===== config.mk =====
export PLATFORM = sky130hd
export DESIGN_NAME = instr_sequencer
export DESIGN_NICKNAME = d
export VERILOG_FILES = /design/src/rtl/instr_sequencer.sv
export SDC_FILE = /design/constraint.sdc
export NUM_CORES = 1
export LEC_CHECK = 0
export CORE_UTILIZATION = 50
export DETAILED_ROUTE_END_ITERATION = 6
export GPL_TIMING_DRIVEN = 0
export PLACE_DENSITY_LB_ADDON = 0.05
export SLEW_MARGIN = 30
export SYNTH_ARGS = -nofsm -noshare
export SYNTH_HDL_FRONTEND = slang
export SYNTH_SLANG_ARGS = --single-unit

===== constraint.sdc =====
create_clock -name clk -period 4.45 [get_ports clk]
set_clock_uncertainty 0.1 [all_clocks]
set_input_delay 1.1125 -clock clk [delete_from_list [all_inputs] [get_ports clk]]
set_output_delay 1.1125 -clock clk [all_outputs]
set_load 0.01 [all_outputs]

===== src/rtl/instr_sequencer.sv =====
// rtl/instr_sequencer.sv - byte-loaded program store that issues 16-bit instructions and folds back results
module instr_sequencer #(
  parameter int DEPTH = 8
) (
  input  logic        clk,
  input  logic        rst_n,
  input  logic        ena,
  input  logic        wr_valid,
  input  logic [7:0]  wr_byte,
  output logic        wr_ready,
  input  logic        clr,
  input  logic        start,
  input  logic [7:0]  result_in,
  output logic [15:0] instr_out,
  output logic        instr_valid,
  output logic        busy,
  output logic        done,
  output logic [7:0]  last_result,
  output logic [7:0]  result_acc,
  output logic [3:0]  prog_count
);

  localparam int PCW = $clog2(DEPTH);

  typedef enum logic [1:0] {
    S_IDLE  = 2'd0,
    S_ISSUE = 2'd1,
    S_WAIT  = 2'd2,
    S_DONE  = 2'd3
  } state_e;

  state_e           state_q, state_d;
  logic [3:0]       prog_count_q;
  logic [PCW-1:0]   pc_q;
  logic             half_q;
  logic [7:0]       hi_q;
  logic [7:0]       last_q;
  logic [7:0]       acc_q;
  logic [15:0]      mem_q [DEPTH];

  logic             wr_fire;
  logic             start_ok;
  logic             last_entry;

  always_comb begin
    wr_ready   = (state_q == S_IDLE) && (prog_count_q < 4'(DEPTH)) && !start && !clr;
    wr_fire    = ena && wr_valid && wr_ready;
    start_ok   = ena && (state_q == S_IDLE) && start && !clr &&
                 (prog_count_q != 4'd0) && !half_q;
    last_entry = (4'(pc_q) == (prog_count_q - 4'd1));
  end

  always_ff @(posedge clk or negedge rst_n) begin
    if (!rst_n) begin
      state_q <= S_IDLE;
    end else begin
      state_q <= state_d;
    end
  end

  always_comb begin
    state_d = state_q;
    if (ena) begin
      case (state_q)
        S_IDLE:  if (start_ok) state_d = S_ISSUE;
        S_ISSUE: state_d = S_WAIT;
        S_WAIT:  state_d = last_entry ? S_DONE : S_ISSUE;
        S_DONE:  state_d = S_IDLE;
        default: state_d = S_IDLE;
      endcase
    end
  end

  always_comb begin
    instr_out   = 16'h0000;
    instr_valid = 1'b0;
    busy        = (state_q != S_IDLE);
    done        = (state_q == S_DONE);
    if (state_q == S_ISSUE) begin
      instr_out   = mem_q[pc_q];
      instr_valid = 1'b1;
    end
  end

  // clr outranks start and writes; start_ok and wr_ready already exclude clr
  always_ff @(posedge clk or negedge rst_n) begin
    if (!rst_n) begin
      prog_count_q <= 4'd0;
      pc_q         <= '0;
      half_q       <= 1'b0;
      hi_q         <= 8'h00;
      last_q       <= 8'h00;
      acc_q        <= 8'h00;
    end else if (ena) begin
      case (state_q)
        S_IDLE: begin
          if (clr) begin
            prog_count_q <= 4'd0;
            half_q       <= 1'b0;
          end else if (start_ok) begin
            pc_q   <= '0;
            last_q <= 8'h00;
            acc_q  <= 8'h00;
          end else if (wr_fire) begin
            if (!half_q) begin
              hi_q   <= wr_byte;
              half_q <= 1'b1;
            end else begin
              prog_count_q <= prog_count_q + 4'd1;
              half_q       <= 1'b0;
            end
          end
        end
        S_WAIT: begin
          last_q <= result_in;
          acc_q  <= acc_q ^ result_in;
          if (!last_entry) pc_q <= pc_q + PCW'(1);
        end
        default: ;
      endcase
    end
  end

  // Program storage carries no reset; only entries below prog_count are ever read
  always_ff @(posedge clk) begin
    if (wr_fire && half_q) mem_q[prog_count_q[PCW-1:0]] <= {hi_q, wr_byte};
  end

  assign prog_count  = prog_count_q;
  assign last_result = last_q;
  assign result_acc  = acc_q;

endmodule


==> flow_summary_export.csv, run 1 <==
group,metric,value,unit
layout,seqCellArea,4690,µm²
placement,place_area,7440,µm²
floorplan,die_w,116,µm
critical_path,worst_ep_required_time,3.24,ns
routing,wirelength,13600,µm
cts,root_buffer,"clkbuf_16",
critical_path,cp-end-kind,"primary output",
floorplan,die-area,13500,µm²
cts,cts_hold_buf,0,
timing,worst_pin_slew,0.810,ns
layout,multi_input_area,1730,µm²
cts,cts_tree,"built",
grt,grtUsageTotal,22.7,%
cts,htree_num_levels,4,
critical_path,crit_slowest_cell,"clkbuf_1",
timing,fin_crit_sh,95.8,%
timing,timing.hold.ws,0.368,ns
layout,nNetsFinal,507,
timing,finalSetupTns,0,ns
synth,yosysTopAreaCellShare,59.0,%
synth,synth_cell_types,37,
critical_path,crit_family,"buffers and inverters",
synth,synthCells,397,
floorplan,pin_count,62,
layout,area_delta_synth_final,24.0,%
routing,via_count,3649,
placement,placed_cells,635,
critical_path,path_max_fanout,10,
layout,layoutNonFillerInstCount,667,
critical_path,crit_path_frequent_cell,"clkbuf_1",
floorplan,std_cell_rows,41,
critical_path,path_class,"reg2out",
synth,synth_edf_count,128,
timing,rsz0062_at_grt,"false",
synth,ys_seq_area_share,72.1,%
cts,clock_path_buffers,2,
cts,clk_pin_slew,0.06,ns
routing,dr.pass1.iters,4,
critical_path,critPathMaxStageDelay,0.67,ns
placement,place_hpwl,8480,µm
routing,drt-wirelength-per-cell,20.4,µm
timing,finalSetupViolations,0,
synth,syn_avg_cell_area,16.4,µm²
routing,drtIter0Drc,225,
synth,synth_commonest_cells,"edfxtp_1 (128), nand2_1 (67), dfrtp_1 (34), mux4_2 (32), nor2_1 (19)",
layout,final_core_util,63.7,%
pwr,vdd_ir_drop_max,301,µV
critical_path,crit_arrival,3.05,ns
synth,synth_fp_nets,422,
cts,post-cts-setup-buffer-count,0,
routing,viasPerCell,5.47,
grt,grt_pass1_vias,3846,
layout,antenna_cells,0,
grt,grt_max_degree,25,
timing,fmax,235,MHz
critical_path,start_kind,"flip-flop",
floorplan,die_y,116,µm
synth,ys.flop_type,"edfxtp_1",
floorplan,core_area,12700,µm²
synth,synth_most_common_cell,"edfxtp_1",
placement,portBuffers,61,
cts,numCtsBuffers,17,
synth,netlist_area,6510,µm²
outcome,status,"finished, final reports clean",
grt,antenna_found_initial,0,
critical_path,critPathBufInv,3,
synth,synth.largest_area_cell,"edfxtp_1",
layout,final_cell_area,8080,µm²
routing,route.detailed.drc,0,
placement,gp_congestion,0.764,
timing,period_needed,4.26,ns
pwr,power_leakage,2.86,nW
timing,slew_viol_final,0,
worst_hold_path,hp-class,"reg2reg",
grt,grt_pass1_wl,21300,µm
layout,drive_above_1_share,19.6,%
cts,clk_latency,0.42,ns
cts,ctsResizeCount,0,
synth,yosys_warnings,0,
cts,clock-sinks,162,
synth,yosys_register_bits,162,
pwr,powerDensity,590,nW/µm²
layout,fillers,964,
timing,hold_viol_final,0,
synth,async_flop_share,21.0,%
run,cap_violations,0,
floorplan,floorplan.initialDensity,51.4,%
grt,grt_overflow_total,0,
synth,synth.area.top_cells,"edfxtp_1 (59%), dfrtp_1 (13%), mux4_2 (11%)",
critical_path,cp_cell_sequence,"clkbuf_1 -> clkbuf_1 -> mux4_2 -> nand2_1 -> a21oi_1 -> clkdlybuf4s50_1",
routing,ant_nets,0,
timing,relSlewSlack,46.0,%
path summary, 6_finish.rpt:
check                      slack, ns  cells past startpoint                  startpoint                    endpoint
setup / recovery                0.19                      6         pc_q[1]$_DFFE_PN0P_                instr_out[3]
min in group asynchronous       0.49                      1                       rst_n  last_result[2]$_DFFE_PN0P_
setup reg to reg                1.62                      6      state_q[1]$_DFFE_PN0P_       mem_q[1][9]$_DFFE_PP_
max in group asynchronous       3.31                      2                       rst_n   prog_count[0]$_DFFE_PN0P_
hold / removal                  0.37                      2  last_result[3]$_DFFE_PN0P_  last_result[3]$_DFFE_PN0P_
hold reg to reg                 0.37                      2  last_result[3]$_DFFE_PN0P_  last_result[3]$_DFFE_PN0P_
sequential cells by signal, indices dropped and copies added (netlist names):
name and cells:
last_result 8, state_q 2, prog_count 4, half_q 1
mem_q 128, pc_q 3, hi_q 8, result_acc 8
cells by family (layout without fill, tap and decap cells):
group / Yosys count / in the layout / share of synthesized area [%]
flops: 162 / 162 / 72.1
simple gates: 118 / 118 / 8.03
mux: 41 / 41 / 12.6
compound gates: 31 / 31 / 3.09
buf+inv: 31 / 129 / 2.17
xor+xnor: 11 / 11 / 1.48
fa+ha+maj: 3 / 3 / 0.576
worst reg2reg max path: cells and delay by family (launching register included):
family                 cells  cell delay [ns]
DFF                        1             0.42
and+or+nand+nor            4             1.46
buffers and inverters      2             0.54
layout by cell type, fill, tap and decap left out, types with 2 or more instances in the layout:
master             n
a211o_1            2
nor2_1            13
mux2_2             8
nor4_1             2
xor2_1            11
nor3_2             2
edfxtp_1         128
a31oi_1            2
clkbuf_16         17
dfrtp_1           34
mux4_2            32
a21oi_1           17
clkinv_4           2
clkinv_2           2
ha_1               3
o21ai_0            3
clkinv_1           3
clkbuf_1          14
nand3_1           11
a31o_2             2
buf_6              2
buf_2              9
inv_1              9
buf_4              4
nand2b_1           2
nand2_1           67
clkdlybuf4s50_1   60
nor4b_1            2
nand4_1            3
bufinv_16          5
and3_1             3
nor2_4             6
power by group:
part / internal [mW] / switching (mW) / total, mW
clock: 1.01 / 0.563 / 1.57
sequential: 1.86 / 0.149 / 2.01
combinational: 0.566 / 0.615 / 1.18
total: 3.44 / 1.33 / 4.76
per-stage QoR:
| stage | setup slack [ns] | power, mW |
|---|---|---|
| after floorplan | 1.01 | 2.69 |
| after global placement | -0.737 | 3.20 |
| after detailed placement | 0.591 | 3.23 |
| after CTS | 0.125 | 4.80 |
| after global routing | 0.0240 | 4.99 |
| final | 0.189 | 4.76 |
routing by layer:
layer / share of wire, % / track usage [%]
met4: 1.8 / 7.95
met2: 52 / 37.7
met5: 0 / 0
met3: 3.6 / 5.71
met1: 43 / 29.5
cell type report:
cell class,instances,area share [%]
multi-input cells,204,21.5
clock inverters,11,2.29
plain buffers,21,1.29
repair buffers,66,8.12
well taps,172,2.66
clock buffers,21,5.58
inverters,10,0.465
flip-flops and latches,162,58.1
No activity file was read; power rests on OpenSTA's default activity.
==> run 2: changes to the inputs <==
CAP_MARGIN = 20   (was unset)
REMOVE_ABC_BUFFERS = 1   (was unset)
==> run 2 against run 1 <==
Maximum frequency increased by 2.5%; highest routed layer unchanged; total power decreased by 5.4%; sequential power is 4% higher; cell area fell by 0.98%; via count down 2.1%; worst hold slack worse by 0.0054 ns.
==> flow_summary_export.csv, run 2 (same netlist as run 1, synthesis figures left out) <==
group,metric,value,unit
outcome,status,"finished, final reports clean",
placement,portBuffers,61,
critical_path,crit_arrival,2.95,ns
routing,dr.pass1.iters,5,
cts,numCtsBuffers,17,
layout,nNetsFinal,491,
pwr,powerDensity,563,nW/µm²
critical_path,r2r-start,"state_q[0]$_DFFE_PN0P_",
timing,worst_pin_slew,0.930,ns
timing,rsz0062_at_grt,"false",
routing,viasPerCell,5.49,
cts,clk_pin_slew,0.06,ns
critical_path,path_class,"reg2out",
grt,grt_overflow_total,0,
routing,route.detailed.drc,0,
timing,fmax,241,MHz
grt,grtUsageTotal,22.4,%
routing,drt-wirelength-per-cell,20.3,µm
critical_path,r2r_end,"mem_q[1][4]$_DFFE_PP_",
critical_path,crit_slowest_cell,"dfrtp_1",
floorplan,core_area,12700,µm²
timing,slew_viol_final,0,
worst_hold_path,holdCritStartpoint,"last_result[5]$_DFFE_PN0P_",
worst_hold_path,hold_depth,2,
layout,largest_register_ff_count,128,
critical_path,reg2reg_slack,1.57,ns
layout,drive_above_1_share,18.8,%
cts,root_buffer,"clkbuf_16",
timing,fin_crit_sh,93.4,%
layout,layout_commonest_cell,"edfxtp_1",
layout,antenna_cells,0,
cts,clock_path_buffers,2,
critical_path,cp-end-kind,"primary output",
grt,grt_pass1_wl,21000,µm
run,cap_violations,0,
grt,antenna_found_initial,0,
routing,drtIter0Drc,247,
floorplan,die_y,116,µm
critical_path,critPathMaxStageDelay,0.95,ns
timing,relSlewSlack,38.0,%
floorplan,std_cell_rows,41,
critical_path,cp_cell_sequence,"clkinvlp_4 -> nand2_1 -> a21oi_1 -> clkdlybuf4s50_1",
cts,clk_latency,0.42,ns
routing,wirelength,13200,µm
timing,hold_viol_final,0,
grt,grt_pass1_vias,3723,
placement,gp_congestion,0.792,
critical_path,start_kind,"flip-flop",
worst_hold_path,holdPathEnd,"last_result[5]$_DFFE_PN0P_",
pwr,vdd_ir_drop_max,260,µV
critical_path,r2r.worst_path.cells,7,
layout,area_delta_synth_final,22.8,%
grt,grt_max_degree,26,
routing,via_count,3571,
layout,final_core_util,63.1,%
floorplan,pin_count,62,
pwr,power_leakage,2.79,nW
cts,clock-sinks,162,
critical_path,worst_ep_required_time,3.24,ns
placement,place_hpwl,8000,µm
worst_hold_path,hp-class,"reg2reg",
critical_path,path_max_fanout,18,
pwr,total_power,4.51,mW
routing,ant_nets,0,
floorplan,die-area,13500,µm²
cts,cts_tree,"built",
floorplan,die_w,116,µm
floorplan,floorplan.initialDensity,51.4,%
timing,finalSetupViolations,0,
layout,layout_common_cells,"edfxtp_1 (128), nand2_1 (67), clkdlybuf4s50_1 (60)",
cts,htree_num_levels,4,
timing,period_needed,4.16,ns
## run 2: cell types whose count changed in the layout (fill, tap and decap cells not counted), moves of 2 or more
cell       before  now
clkbuf_1       14    7
clkinv_4        2    0
bufinv_16       5    2
dfrtp_1        34   32
buf_16          0    3
buf_2           9    1
## run 2: timing repair
action,CTS,global route
setup buffers,0,0
resized for setup,0,1
setup endpoints to repair,0,16
hold buffers,0,0
## run 2: routing by layer
layer	vias up	global-route usage [%]	wire (µm)
li1	1633	-	-
met5	-	0	0
met2	95	35.5	6560
met3	17	4.72	603
met1	1826	30.5	5820
met4	0	9.32	223
## run 2: final cells by class
cell class | instances | area (µm²)
clock buffer | 24 | 452
tap | 172 | 215
multi-input combinational | 204 | 1730
sequential | 162 | 4700
inverter | 10 | 41.3
clock inverter | 8 | 86.3
fill | 939 | 4670
timing repair buffer | 71 | 769
## run 2: critical path: cells and delay by family (launching register included)
kind	cells	cell delay (ns)
buffers and inverters	2	1.27
and+or+nand+nor	1	0.20
AOI/OAI and AO/OA	1	0.10
DFF	1	0.95
## run 2: metrics by stage
step,setup slack (ns),setup TNS (ns),cell area [µm²],instances,hold slack [ns]
after floorplan,0.979,0,6410,376,0.407
after global placement,-0.684,-23.98,7240,609,0.348
after detailed placement,0.484,0,7460,619,0.356
after CTS,0.0129,0,7990,651,0.369
after global routing,0.0816,0,8000,651,0.405
final,0.292,0,8000,651,0.363
## run 2: worst max-delay path by stage
| stage | startpoint | slack [ns] | depth (start not counted) | to |
|---|---|---|---|---|
| finish | pc_q[2]$_DFFE_PN0P_ | 0.29 | 4 | instr_out[15] |
| global route | pc_q[2]$_DFFE_PN0P_ | 0.08 | 4 | instr_out[15] |
| CTS | pc_q[2]$_DFFE_PN0P_ | 0.01 | 4 | instr_out[2] |
| detailed placement | pc_q[2]$_DFFE_PN0P_ | 0.48 | 4 | instr_out[2] |
| global placement | clr | -0.68 | 4 | mem_q[1][4]$_DFFE_PP_ |
| floorplan | pc_q[0]$_DFFE_PN0P_ | 0.98 | 3 | instr_out[0] |
## run 2: power breakdown
group	total, mW	internal (mW)	switching (mW)	leakage (nW)
sequential	2.10	1.86	0.237	1.60
combinational	1.05	0.552	0.501	0.936
clock	1.35	0.816	0.535	0.262
total	4.51	3.23	1.27	2.79
